--- config.mk ---
export PLATFORM = sky130hd
export DESIGN_NAME = commit_perf_monitor_flat
export DESIGN_NICKNAME = d
export VERILOG_FILES = /design/src/rtl/commit_perf_monitor_if.sv /design/src/rtl/commit_perf_monitor.sv /design/src/flat_wrapper.sv
export SDC_FILE = /design/constraint.sdc
export NUM_CORES = 1
export LEC_CHECK = 0
export ABC_AREA = 1
export BUFFER_PORTS_ARGS = -buffer_cell sky130_fd_sc_hd__buf_2
export CAP_MARGIN = 20
export CORE_MARGIN = 2
export CORE_UTILIZATION = 45
export DETAILED_ROUTE_END_ITERATION = 12
export GPL_ROUTABILITY_DRIVEN = 0
export PLACE_DENSITY = 0.61
export SLEW_MARGIN = 20
export SYNTH_ARGS = -nofsm -noshare
export SYNTH_HDL_FRONTEND = slang
export SYNTH_SLANG_ARGS = --single-unit
--- constraint.sdc ---
create_clock -name clk -period 4.5 [get_ports clk]
set_input_delay 0.225 -clock clk [delete_from_list [all_inputs] [get_ports clk]]
set_output_delay 0.225 -clock clk [all_outputs]
set_load 0.02 [all_outputs]
--- src/rtl/commit_perf_monitor_if.sv ---
// Commit-port bundle between the ROB retire stage and the performance monitor.
// Carries the per-cycle retire flags and the monitor's statistics back out.
// master = retire side (drives commit flags), slave = monitor side.
interface commit_perf_monitor_if #(
    parameter int CNT_W = 32
);
    logic             commit_valid;
    logic             commit_is_halt;
    logic             commit_mispredict;
    logic             rob_full;
    logic [CNT_W-1:0] cycles_consumed;
    logic [CNT_W-1:0] insts_committed;
    logic [CNT_W-1:0] mispredicts;
    logic [CNT_W-1:0] stall_cycles;
    logic             halted;
    logic             timeout;

    modport master (
        output commit_valid, commit_is_halt, commit_mispredict, rob_full,
        input  cycles_consumed, insts_committed, mispredicts, stall_cycles,
        input  halted, timeout
    );

    modport slave (
        input  commit_valid, commit_is_halt, commit_mispredict, rob_full,
        output cycles_consumed, insts_committed, mispredicts, stall_cycles,
        output halted, timeout
    );
endinterface

--- src/rtl/commit_perf_monitor.sv ---
// Retire-side performance monitor: counts cycles/commits/mispredicts/stalls until halt or watchdog.
// Latency: one edge; a commit sampled at edge N shows in the counters after edge N.
// No backpressure: every retire pulse is consumed; terminal states ignore all inputs.
module commit_perf_monitor #(
    parameter int CNT_W    = 32,
    parameter int WD_LIMIT = 1000
) (
    input  logic                   clk,
    input  logic                   rst,
    commit_perf_monitor_if.slave   mon
);
    // One-hot-ish encoding so halted/timeout come straight off state flops.
    localparam logic [1:0] ST_RUN     = 2'b00;
    localparam logic [1:0] ST_HALTED  = 2'b01;
    localparam logic [1:0] ST_TIMEOUT = 2'b10;

    localparam logic [CNT_W-1:0] CNT_MAX  = {CNT_W{1'b1}};
    localparam logic [15:0]      IDLE_MAX = 16'hFFFF;
    localparam logic [15:0]      WD_LAST  = 16'(WD_LIMIT - 1);

    logic [1:0]       state;
    logic [1:0]       state_nxt;
    logic [CNT_W-1:0] cyc_q;
    logic [CNT_W-1:0] inst_q;
    logic [CNT_W-1:0] misp_q;
    logic [CNT_W-1:0] stall_q;
    logic [15:0]      idle_q;
    logic             in_run;
    logic             commit;

    assign in_run = (state == ST_RUN);
    assign commit = mon.commit_valid;

    // Saturating increment: holds at all-ones instead of wrapping.
    function automatic logic [CNT_W-1:0] sat_inc(input logic [CNT_W-1:0] v, input logic en);
        return (en && (v != CNT_MAX)) ? v + {{(CNT_W-1){1'b0}}, 1'b1} : v;
    endfunction

    // Next state: halt has priority over the watchdog; terminal states are sticky.
    always_comb begin
        state_nxt = state;
        if (state == ST_RUN) begin
            if (commit && mon.commit_is_halt) begin
                state_nxt = ST_HALTED;
            end else if (!commit && (idle_q == WD_LAST)) begin
                state_nxt = ST_TIMEOUT;
            end
        end
    end

    // State register.
    always_ff @(posedge clk or negedge rst) begin
        if (!rst) begin
            state <= ST_RUN;
        end else begin
            state <= state_nxt;
        end
    end

    // Statistics counters update only in RUN, including the edge that leaves RUN.
    always_ff @(posedge clk or negedge rst) begin
        if (!rst) begin
            cyc_q   <= '0;
            inst_q  <= '0;
            misp_q  <= '0;
            stall_q <= '0;
        end else if (in_run) begin
            cyc_q   <= sat_inc(cyc_q, 1'b1);
            inst_q  <= sat_inc(inst_q, commit);
            misp_q  <= sat_inc(misp_q, commit & mon.commit_mispredict);
            stall_q <= sat_inc(stall_q, mon.rob_full);
        end
    end

    // Idle counter: run length of consecutive no-commit RUN cycles, saturating.
    always_ff @(posedge clk or negedge rst) begin
        if (!rst) begin
            idle_q <= '0;
        end else if (in_run) begin
            if (commit) begin
                idle_q <= '0;
            end else if (idle_q != IDLE_MAX) begin
                idle_q <= idle_q + 16'd1;
            end
        end
    end

    assign mon.cycles_consumed = cyc_q;
    assign mon.insts_committed = inst_q;
    assign mon.mispredicts     = misp_q;
    assign mon.stall_cycles    = stall_q;
    assign mon.halted          = state[0];
    assign mon.timeout         = state[1];
endmodule

--- src/flat_wrapper.sv ---
// flat-port wrapper written by rule: the top's interface ports become plain ports
module commit_perf_monitor_flat 
#(
    parameter int CNT_W    = 32,
    parameter int WD_LIMIT = 1000
)
  (clk, rst, mon_commit_valid, mon_commit_is_halt, mon_commit_mispredict, mon_rob_full, mon_cycles_consumed, mon_insts_committed, mon_mispredicts, mon_stall_cycles, mon_halted, mon_timeout);
  commit_perf_monitor_if #(.CNT_W(CNT_W)) mon_i ();
  input  logic clk;
  input  logic rst;
  input wire logic [$bits(mon_i.commit_valid)-1:0] mon_commit_valid;
  input wire logic [$bits(mon_i.commit_is_halt)-1:0] mon_commit_is_halt;
  input wire logic [$bits(mon_i.commit_mispredict)-1:0] mon_commit_mispredict;
  input wire logic [$bits(mon_i.rob_full)-1:0] mon_rob_full;
  output wire logic [$bits(mon_i.cycles_consumed)-1:0] mon_cycles_consumed;
  output wire logic [$bits(mon_i.insts_committed)-1:0] mon_insts_committed;
  output wire logic [$bits(mon_i.mispredicts)-1:0] mon_mispredicts;
  output wire logic [$bits(mon_i.stall_cycles)-1:0] mon_stall_cycles;
  output wire logic [$bits(mon_i.halted)-1:0] mon_halted;
  output wire logic [$bits(mon_i.timeout)-1:0] mon_timeout;
  assign mon_i.commit_valid = mon_commit_valid;
  assign mon_i.commit_is_halt = mon_commit_is_halt;
  assign mon_i.commit_mispredict = mon_commit_mispredict;
  assign mon_i.rob_full = mon_rob_full;
  assign mon_cycles_consumed = mon_i.cycles_consumed;
  assign mon_insts_committed = mon_i.insts_committed;
  assign mon_mispredicts = mon_i.mispredicts;
  assign mon_stall_cycles = mon_i.stall_cycles;
  assign mon_halted = mon_i.halted;
  assign mon_timeout = mon_i.timeout;
  commit_perf_monitor #(.CNT_W(CNT_W), .WD_LIMIT(WD_LIMIT)) u_core (.clk(clk), .rst(rst), .mon(mon_i));
endmodule
==> metrics, run 1 <==
worst hold slack 0.0403 ns; R2R Setup Slk 1.88 ns; Yosys reg bits 146; gr ovfl total 0; max cap viols 0; FILL cells 2165; Post-Route Skew 0.0110 ns; Post-Route WL 25.9 mm; Final Util 52.8%; DPL Wire Length 18.9 mm; CTS clk-pin slew, worst paths 0.07 ns; initial core utilization 45.8%; hold path depth 3; critical path type reg -> reg; Core Region 21000 µm²; reg2reg start u_core.mon.cycles_consumed[1]$_DFFE_PN0P_; placed insts 1844; WL per Instance 13.8 µm; Slew Limit Fails 0; Async SR Flop Fraction 100%; Worst Path Required 4.82 ns; worst reg-to-reg path cell count 10; total CTS buffers 17; IO Pins 136; outcome finished clean; Synth warnings 0; CP max stage delay 0.45 ns; vias in the first global route 8571; post-synthesis net count 1469; DRC errors left 0; multiplexer area fraction after synthesis 0%; leading area contributor after synthesis dfrtp_1; setup TNS 0 ns; unrepaired setup endpoints after global routing no; ys flop type dfrtp_1; Final Cycle Share 58.1%; fmax 0.382 GHz; Clock Latency Late Sink 0.43 ns; Setup WS pre-CTS 1.92 ns; worst path arrival time 2.94 ns; Worst Min Path Start mon_commit_is_halt; mapped cell area 9600 µm²; Die X-Extent 150 µm; largest net degree at the start of global routing 69; worst-path cell chain ha_1 > inv_1 > nor2_4 > nand2_1 > nor2_1 > nand2_1 > nand2_2 > inv_1 > nand2_1 > nand2_1; main combinational cell family by area after synthesis simple AND/OR/NAND/NOR gates; leakage power 5.36 nW; first-pass GRT wire length 43.0 mm; # Post-CTS Setup Buffers 0; Core Rows 53; Synth top area share 38.1%; Cell variety after synth 31; die area 22500 µm²; initial antenna violation count 0; Post-Synthesis Cells 1458; Post-Layout Cell Count 1874; Post-synth top cells nand2_1 (694), nor2_1 (221), dfrtp_1 (146), inv_1 (93), nand3_1 (65); complex-gate fraction of the synthesized area 1.51%; worst r2r dst u_core.mon.cycles_consumed[18]$_DFFE_PN0P_; worst hold path type in -> reg; final setup vio count 0; # nets final 1600; CTS root buffer clkbuf_16; Final Hold Fails 0; remaining antenna violation count 0; Synth area leaders dfrtp_1 (38%), nand2_1 (27%), nor2_1 (8.6%), inv_1 (3.6%), nand3_1 (3.4%); Worst Setup End Kind flip-flop; CP Max Fanout 20; Avg Cell Area, Syn 6.58 µm²; PortBufs 135; Seq/Total Area, Yosys 38.1%; Peak VDD IR 0.266 mV; Iter 0 DRT Violations 615; vias per inst 4.98; antenna cell count 0; via count 9333; Syn-to-layout area delta 15.2%; Synth Area in Adders 0.652%; DR pass1 iterations 5; WHS Endpoint u_core.state[0]$_DFFE_PN0P_; Worst Setup Start Kind flip-flop; cell mode on critical path nand2_1; PD cells 263 nW/µm²; total global-route track usage 23.8%; TritonCTS clock tree yes; worst-margin pin slew 0.969 ns; post-route setup slack 1.88 ns; layout cells sized above 1 12.1%; die height 150 µm; Post-Synth XOR/XNOR Area 6.11%; clock tree sinks 146; most common cell in the netlist nand2_1; Max transition margin 35.3%; Post-synth EDFFs 0; Post-Synth Simple-Gate Area 47.5%; Worst path slowest cell nand2_2; H-tree level count 4; clk buf depth 2; Period minus WS final 2.62 ns
==> worst max-delay path by stage <==
stage	depth (start not counted)	end	slack, ns	from
2_1_floorplan	10	u_core.mon.insts_committed[2]$_DFFE_PN0P_	2.69	u_core.mon.insts_committed[0]$_DFFE_PN0P_
3_3_place_gp	10	u_core.mon.cycles_consumed[21]$_DFFE_PN0P_	2.03	u_core.mon.cycles_consumed[1]$_DFFE_PN0P_
3_5_place_dp	10	u_core.mon.cycles_consumed[18]$_DFFE_PN0P_	1.92	u_core.mon.cycles_consumed[1]$_DFFE_PN0P_
4_1_cts	10	u_core.mon.cycles_consumed[18]$_DFFE_PN0P_	1.90	u_core.mon.cycles_consumed[1]$_DFFE_PN0P_
5_1_grt	10	u_core.mon.cycles_consumed[18]$_DFFE_PN0P_	1.60	u_core.mon.cycles_consumed[1]$_DFFE_PN0P_
6_report	10	u_core.mon.cycles_consumed[18]$_DFFE_PN0P_	1.88	u_core.mon.cycles_consumed[1]$_DFFE_PN0P_
==> per-layer routing <==
metal / vias up / share of wire (%) / track usage [%]
met1: 4262 / 47 / 32.8
met4: 0 / 1.2 / 5.99
met5: - / 0 / 0
li1: 4797 / - / -
met3: 28 / 5.0 / 3.66
met2: 246 / 47 / 39.3
==> worst max-delay path: cells and delay by family, from the launching register on <==
kind          cells  cell delay [ns]
fa+ha+maj         1             0.24
simple gates      7             1.47
buf+inv           2             0.37
flops             1             0.40
==> stage by stage <==
| step | power, mW | instance area [µm²] |
|---|---|---|
| 4_1_cts | 2.94 | 11100 |
| 2_1_floorplan | 1.34 | 9600 |
| 6_report | 2.91 | 11100 |
| 5_1_grt | 3.00 | 11100 |
| 3_5_place_dp | 1.38 | 10400 |
| 3_3_place_gp | 1.38 | 10400 |
==> area by class of cell <==
cell class	count	area, µm²	share of cell area, %
Tap cell	275	344	3.11
Sequential cell	146	3650	33.0
Clock inverter	10	185	1.67
Inverter	93	349	3.16
Timing Repair Buffer	141	729	6.60
Clock buffer	19	443	4.01
Multi-Input combinational cell	1190	5350	48.4
==> sequential cells by signal, summed over array words and instances, names as in the netlist <==
signal / flops
u_core.state: 2
u_core.mon.cycles_consumed: 32
u_core.mon.insts_committed: 32
u_core.mon.mispredicts: 32
u_core.mon.stall_cycles: 32
u_core.idle_q: 16
==> cells in the final DEF, fill, tap and decap left out, drive strengths merged <==
cell type / netlist / routed
o21ai: 25 / 25
dfrtp: 146 / 146
ha: 5 / 5
bufinv: 0 / 5
dlygate4sd3: 0 / 1
clkbuf: 3 / 19
nand3b: 41 / 41
nor4: 2 / 2
nor2: 231 / 231
nand3: 68 / 68
clkinv: 0 / 1
clkinvlp: 0 / 4
o21bai: 1 / 1
a21oi: 1 / 1
nand2: 703 / 703
and2: 1 / 1
nor3: 9 / 9
xor2: 35 / 35
xnor2: 32 / 32
inv: 93 / 93
buf: 26 / 140
nand4: 36 / 36
==> kinds of logic (layout without fill, tap and decap cells) <==
| family | count (synthesis) | after routing |
|---|---|---|
| AND/OR/NAND/NOR | 1091 | 1091 |
| adder cells (fa/ha/maj) | 5 | 5 |
| flip-flops | 146 | 146 |
| AO/OA/AOI/OAI | 27 | 27 |
| buffers and inverters | 122 | 263 |
| XOR/XNOR | 67 | 67 |
==> where the power goes <==
part           internal (mW)  switching [mW]  total [mW]
Combinational        0.00456          0.0361      0.0407
Sequential              1.31               0        1.31
Clock                  0.988           0.566        1.55
Total                   2.31           0.602        2.91
==> what timing repair did <==
item / CTS / global route
hold endpoints to repair: 66 / 0
resized for setup: 0 / 0
hold buffers: 1 / 0
No activity file was read; power rests on OpenSTA's default activity.
==> inputs of run 2 (changes only) <==
==> constraint.sdc (replaced) <==
create_clock -name clk -period 2.5 [get_ports clk]
set_input_delay 0.125 -clock clk [delete_from_list [all_inputs] [get_ports clk]]
set_output_delay 0.125 -clock clk [all_outputs]
set_load 0.02 [all_outputs]
==> run 2 against run 1 <==
Against the previous run:
- final cell count increased by 0.43%
- worst setup slack got worse by 1.6 ns
- hold slack improved by 0.12 ns
- clock skew grew 0.0058 ns
- critical path depth fell by 2
- non-clock buffer count is 5 higher
- register-to-register slack worse by 1.6 ns
- global-route usage decreased by 0.066 points
- critical endpoint is now u_core.mon.mispredicts[6]$_DFFE_PN0P_
- largest power group unchanged
- highest routed layer unchanged
==> metrics, run 2 (synthesis results as in run 1) <==
Peak VDD IR 0.448 mV (+69%); die height 150 µm (unchanged); initial core utilization 45.8% (unchanged); Worst Path Required 2.83 ns (-1.99 ns); PortBufs 135 (unchanged); design area 11100 µm² (+0.12%); layout cells sized above 1 12.5% (+0.44 points); CTS root buffer clkbuf_16; Core Region 21000 µm² (unchanged); total CTS buffers 17 (unchanged); reg2reg start u_core.mon.mispredicts[0]$_DFFE_PN0P_; unrepaired setup endpoints after global routing no; Syn-to-layout area delta 15.4%; worst reg-to-reg path cell count 8 (-2); Die X-Extent 150 µm (unchanged); die area 22500 µm² (unchanged); Period minus WS final 2.23 ns (-0.385 ns); Slew Limit Fails 0 (unchanged); Final Util 52.8% (+0.066 points); outcome finished clean; CP Max Fanout 29 (+45%); vias per inst 5.02 (+0.75%); R2R Setup Slk 0.27 ns (-1.62 ns); IO Pins 136 (unchanged); commonest non-fill, non-tap cell in the layout nand2_1; Clock Latency Late Sink 0.43 ns (about the same); hold path depth 3 (unchanged); initial antenna violation count 0 (unchanged); # nets final 1605 (+0.31%); total global-route track usage 23.8% (-0.066 points); DPL Wire Length 19.0 mm (+0.29%); clock tree sinks 146 (unchanged); max cap viols 0 (unchanged); Max transition margin 40.8% (+5.5 points); setup TNS 0 ns (unchanged); # Post-CTS Setup Buffers 0 (unchanged); first-pass GRT wire length 43.3 mm (+0.79%); Worst Setup Start Kind flip-flop; gr ovfl total 0 (unchanged); remaining antenna violation count 0 (unchanged); DR pass1 iterations 7 (+2); Core Rows 53 (unchanged); Iter 0 DRT Violations 505 (-18%); PD cells 454 nW/µm² (+73%); CTS clk-pin slew, worst paths 0.07 ns (about the same); worst-path cell chain ha_1 > inv_1 > nor2_2 > nand2_2 > nor2_4 > nand2_2 > nand3_2 > o21ai_0; cell mode on critical path nand2_2; DRC errors left 0 (unchanged); largest net degree at the start of global routing 147 (+110%); leakage power 5.37 nW (+0.25%); worst r2r dst u_core.mon.mispredicts[6]$_DFFE_PN0P_; CP bufs+invs 1 (-1); final setup vio count 0 (unchanged); Final Cycle Share 89.2% (+31 points); Worst Min Path Start mon_commit_valid; Post-Layout Cell Count 1882 (+0.43%); TritonCTS clock tree yes; Post-Route WL 26.0 mm (+0.50%); Final Hold Fails 0 (unchanged); worst-margin pin slew 0.887 ns (-0.0816 ns); most frequent cells in the layout nand2_1 (694), nor2_1 (220), dfrtp_1 (146); Area after DPL 10500 µm² (+0.41%); Setup WS pre-CTS 0.246 ns (-1.67 ns); placed insts 1848 (+0.22%); WHS Endpoint u_core.state[0]$_DFFE_PN0P_; post-route setup slack 0.269 ns (-1.62 ns); FILL cells 2160 (-0.23%); family with the most delay on the worst path simple AND/OR/NAND/NOR gates; CP max stage delay 0.55 ns (+0.10 ns); Worst Setup End Kind flip-flop; H-tree level count 4 (unchanged); clk buf depth 2 (unchanged); Worst path slowest cell nand3_2; worst path arrival time 2.56 ns (-0.38 ns); WL per Instance 13.8 µm (about the same); fmax 0.448 GHz (+17%); worst hold path type in -> reg; Post-Route Skew 0.0167 ns (+0.00575 ns); antenna cell count 0 (unchanged); critical path type reg -> reg; vias in the first global route 8754 (+2.1%); via count 9443 (+1.2%)
run 2: cell count changes in the layout (fill, tap and decap cells not counted):
cell	change
buf_4	+3
clkinv_2	+3
clkbuf_1	-1
clkbuf_8	+1
buf_12	+1
bufinv_16	-3
dlygate4sd3_1	+1
clkinv_4	+3
run 2: layout make-up:
cell class	count	area, µm²	area share [%]
tap	275	344	3.11
multi-input combinational	1190	5350	48.3
sequential	146	3650	33.0
inverter	93	349	3.15
clock buffer	19	453	4.09
timing repair buffer	146	782	7.06
clock inverter	13	136	1.23
run 2: stage by stage:
step	total power, mW	hold WS, ns
finish	5.03	0.157
global route	5.20	0.172
CTS	5.10	0.139
detailed placement	2.49	0.330
global placement	2.48	0.326
floorplan	2.42	-0.171
run 2: power breakdown:
| group | internal, mW | switching (mW) |
|---|---|---|
| Sequential | 2.36 | 0 |
| Clock | 1.52 | 1.07 |
| Combinational | 0.0115 | 0.0642 |
| Total | 3.89 | 1.14 |
run 2: tightest hold or removal path: stages:
cell	delay [ns]
buf_2	0.22
nand3_1	0.13
nand2_1	0.05
run 2: timing repair:
action	CTS	global route
hold buffers	2	0
resized for setup	0	0
endpoints found under the hold margin	147	0
setup endpoints to repair	0	0
run 2: worst max path at each step:
stage / startpoint / end / slack [ns] / cells past startpoint
after floorplan: u_core.mon.insts_committed[0]$_DFFE_PN0P_ / u_core.mon.insts_committed[2]$_DFFE_PN0P_ / 0.69 / 10
after global placement: u_core.mon.mispredicts[0]$_DFFE_PN0P_ / u_core.mon.mispredicts[5]$_DFFE_PN0P_ / 0.39 / 8
after detailed placement: u_core.mon.mispredicts[0]$_DFFE_PN0P_ / u_core.mon.mispredicts[2]$_DFFE_PN0P_ / 0.25 / 8
after CTS: u_core.mon.mispredicts[0]$_DFFE_PN0P_ / u_core.mon.mispredicts[6]$_DFFE_PN0P_ / 0.23 / 8
after global routing: u_core.mon.mispredicts[0]$_DFFE_PN0P_ / u_core.mon.mispredicts[6]$_DFFE_PN0P_ / 0.03 / 9
final: u_core.mon.mispredicts[0]$_DFFE_PN0P_ / u_core.mon.mispredicts[6]$_DFFE_PN0P_ / 0.27 / 8
run 2: metal layers:
metal	GRT usage, %	up-vias	wire [µm]
met1	32.8	4325	12100
met2	38.7	267	12200
li1	-	4817	-
met4	6.51	0	403
met5	0	-	0
met3	3.81	34	1340
==> inputs of run 3 (changes only) <==
--- a/config.mk
+++ b/config.mk
@@ -5,14 +5,14 @@
 export SDC_FILE = /design/constraint.sdc
 export NUM_CORES = 1
 export LEC_CHECK = 0
-export ABC_AREA = 1
 export BUFFER_PORTS_ARGS = -buffer_cell sky130_fd_sc_hd__buf_2
 export CAP_MARGIN = 20
 export CORE_MARGIN = 2
 export CORE_UTILIZATION = 45
 export DETAILED_ROUTE_END_ITERATION = 12
 export GPL_ROUTABILITY_DRIVEN = 0
-export PLACE_DENSITY = 0.61
+export MAX_ROUTING_LAYER = met4
+export PLACE_DENSITY = 0.63
 export SLEW_MARGIN = 20
 export SYNTH_ARGS = -nofsm -noshare
 export SYNTH_HDL_FRONTEND = slang
==> run 3 against run 2 <==
Against the previous run:
- sequential share of layout area increased by 8.3 points
- largest cell class is now flip-flops and latches
- global-route usage decreased by 2.8 points
- core utilization increased by 3.1 points
- highest routed layer unchanged
- sequential power increased by 10%
==> metrics, run 3 <==
outcome finished clean; Max transition margin 67.2% (+26 points); leakage power 4.33 nW (-19%); layout cells sized above 1 23.8% (+11 points); initial antenna violation count 0 (unchanged); clock share of power 44.2% (-7.3 points); PortBufs 135 (unchanged); Post-synth EDFFs 0 (unchanged); worst hold path type in -> reg; PD cells 621 nW/µm² (+37%); WL per Instance 15.7 µm (+14%); # nets final 862 (-46%); most common cell in the netlist dfrtp_1; vias in the first global route 5723 (-35%); Reg power frac 47.4% (+0.4 points); final setup vio count 0 (unchanged); clk buf depth 2 (unchanged); worst-margin pin slew 0.491 ns (-0.396 ns); Final Cycle Share 88.0% (-1.2 points); DR pass1 iterations 4 (-3); Synth warnings 0 (unchanged); largest net degree at the start of global routing 65 (-56%); Logic pwr share 8.4% (+6.9 points); Post-Route Skew 0.0108 ns (-0.00591 ns); mapped cell area 7250 µm² (-24%); Synth Area in Adders 0.862% (+0.21 points); IO Pins 136 (unchanged); post-synthesis net count 710 (-52%); Cell variety after synth 52 (+68%); DPL Wire Length 12.2 mm (-36%); remaining antenna violation count 0 (unchanged); # Post-CTS Setup Buffers 0 (unchanged); Worst Path Required 2.79 ns (-0.04 ns); main combinational cell family by area after synthesis simple AND/OR/NAND/NOR gates; vias per inst 5.47 (+9.0%); Final Util 55.9% (+3.1 points); Post-Synth XOR/XNOR Area 14.7% (+8.6 points); Avg Cell Area, Syn 10.4 µm² (+58%); CTS root buffer clkbuf_16; Worst Setup End Kind flip-flop; Post-synth top cells dfrtp_1 (146), nand3_1 (64), xnor2_1 (64), nand2_1 (62), xor2_1 (58); hold path depth 2 (-1); Synth top area share 50.4% (+12 points); Slew Limit Fails 0 (unchanged); design area 8850 µm² (-20%); Psw 1.43 mW (+26%); setup TNS 0 ns (unchanged); first-pass GRT wire length 27.6 mm (-36%); Post-Route WL 17.0 mm (-35%); Register Area 3650 µm² (unchanged); clock tree sinks 146 (unchanged); Seq/Total Area, Yosys 50.4% (+12 points); max cap viols 0 (unchanged); worst reg-to-reg path cell count 7 (-1); CP Max Fanout 14 (-52%); multi-input logic area 3490 µm² (-35%); multiplexer area fraction after synthesis 1.47% (+1.5 points); CTS clk-pin slew, worst paths 0.06 ns (about the same); Post-Synth Simple-Gate Area 28.5% (-19 points); Peak VDD IR 0.479 mV (+6.9%); Period minus WS final 2.20 ns (-0.0302 ns); gr ovfl total 0 (unchanged); unrepaired setup endpoints after global routing no; complex-gate fraction of the synthesized area 2.47% (+0.95 points); worst path arrival time 2.49 ns (-0.07 ns); Worst Setup Start Kind flip-flop; Die X-Extent 131 µm (-13%); Post-Synthesis Cells 699 (-52%); total global-route track usage 20.9% (-2.8 points); die height 131 µm (-13%); Synth area leaders dfrtp_1 (50%), xnor2_1 (7.7%), xor2_1 (7.0%), nand3_1 (4.4%), nand4_1 (4.1%); TritonCTS clock tree yes; Clock Latency Late Sink 0.42 ns (about the same); commonest non-fill, non-tap cell in the layout dfrtp_1; Syn-to-layout area delta 21.9%; Pint 4.07 mW (+4.4%); H-tree level count 4 (unchanged); leading area contributor after synthesis dfrtp_1; ys flop type dfrtp_1; power after layout 5.49 mW (+9.2%); Async SR Flop Fraction 100% (unchanged); critical path type reg -> reg; Sw Ratio 26.0% (+3.4 points); Core Rows 46 (-13%); DRC errors left 0 (unchanged); Final Hold Fails 0 (unchanged); Iter 0 DRT Violations 369 (-27%); Area after DPL 8260 µm² (-21%); Yosys reg bits 146 (unchanged); total CTS buffers 17 (unchanged); FILL cells 1408 (-35%); antenna cell count 0 (unchanged); fmax 0.454 GHz (+1.4%); initial core utilization 45.8% (about the same); via count 5905 (-37%); most frequent cells in the layout dfrtp_1 (146), buf_2 (134), nand3_1 (64), xnor2_1 (64), nand2_1 (62); die area 17200 µm² (-24%); Core Region 15800 µm² (-24%)
[run 3: cell types whose count changed in the layout (fill, tap and decap cells not counted), moves of 19 or more]
cell,previous run,this run
xnor2_1,32,64
nand3b_1,41,7
nor4_1,2,21
and3_1,0,26
nor2_1,220,36
inv_1,93,5
xor2_1,35,58
nand2_1,694,62
nor3_1,9,38
[run 3: metrics by stage]
stage / std cells / setup WS, ns / hold slack, ns
floorplan: 699 / 0.414 / -0.171
global placement: 1046 / 0.370 / 0.0912
detailed placement: 1046 / 0.347 / 0.0960
CTS: 1080 / 0.322 / 0.168
global route: 1080 / 0.134 / 0.210
finish: 1080 / 0.299 / 0.187
[run 3: cells by family after synthesis]
group / after synthesis
compound gates: 24
xor+xnor: 122
fa+ha+maj: 5
buf+inv: 26
flops: 146
mux: 10
simple gates: 366
[run 3: worst paths after layout]
| path | start | end | slack [ns] |
|---|---|---|---|
| max in group asynchronous | rst | u_core.mon.stall_cycles[26]$_DFFE_PN0P_ | 1.46 |
| min | mon_commit_valid | u_core.idle_q[5]$_DFFE_PN0P_ | 0.19 |
| max | u_core.mon.insts_committed[0]$_DFFE_PN0P_ | u_core.mon.insts_committed[17]$_DFFE_PN0P_ | 0.30 |
| min in group asynchronous | rst | u_core.mon.insts_committed[11]$_DFFE_PN0P_ | 0.21 |
| max reg2reg | u_core.mon.insts_committed[0]$_DFFE_PN0P_ | u_core.mon.insts_committed[17]$_DFFE_PN0P_ | 0.30 |
| min reg2reg | u_core.mon.stall_cycles[25]$_DFFE_PN0P_ | u_core.mon.stall_cycles[25]$_DFFE_PN0P_ | 0.48 |
[run 3: worst max-delay path, stage by stage, from the launching register on]
cell     delay (ns)
dfrtp_1        0.42
ha_1           0.19
nand3_1        0.20
nor4_2         0.45
and3_1         0.32
buf_4          0.24
nor4b_1        0.09
xor2_1         0.16
[run 3: area by class of cell]
class | count | area share, %
Inverter | 5 | 0.212
Clock inverter | 11 | 1.20
Sequential cell | 146 | 41.3
Clock buffer | 21 | 5.21
Tap cell | 216 | 3.06
Timing Repair Buffer | 154 | 9.52
Multi-Input combinational cell | 527 | 39.5
[run 3: power by group through the flow]
stage                     registers [mW]  clock network, mW  logic (mW)
after floorplan                     2.72                  0       0.175
after global placement              2.63                  0       0.452
after detailed placement            2.64                  0       0.472
after CTS                           2.60               2.49       0.477
after global routing                2.62               2.58       0.516
final                               2.60               2.43       0.464
[run 3: timing repair]
item | in CTS | in global routing
hold endpoints to repair | 48 | 0
hold buffers | 2 | 0
gates resized for setup | 0 | 0
[run 3: routing by layer]
layer	part of all wire (%)	global-route usage [%]	vias to the layer above
li1	-	-	2840
met4	1.1	7.51	0
met5	0	-	-
met3	4.7	5.17	16
met1	46	27.3	2902
met2	48	31.8	147
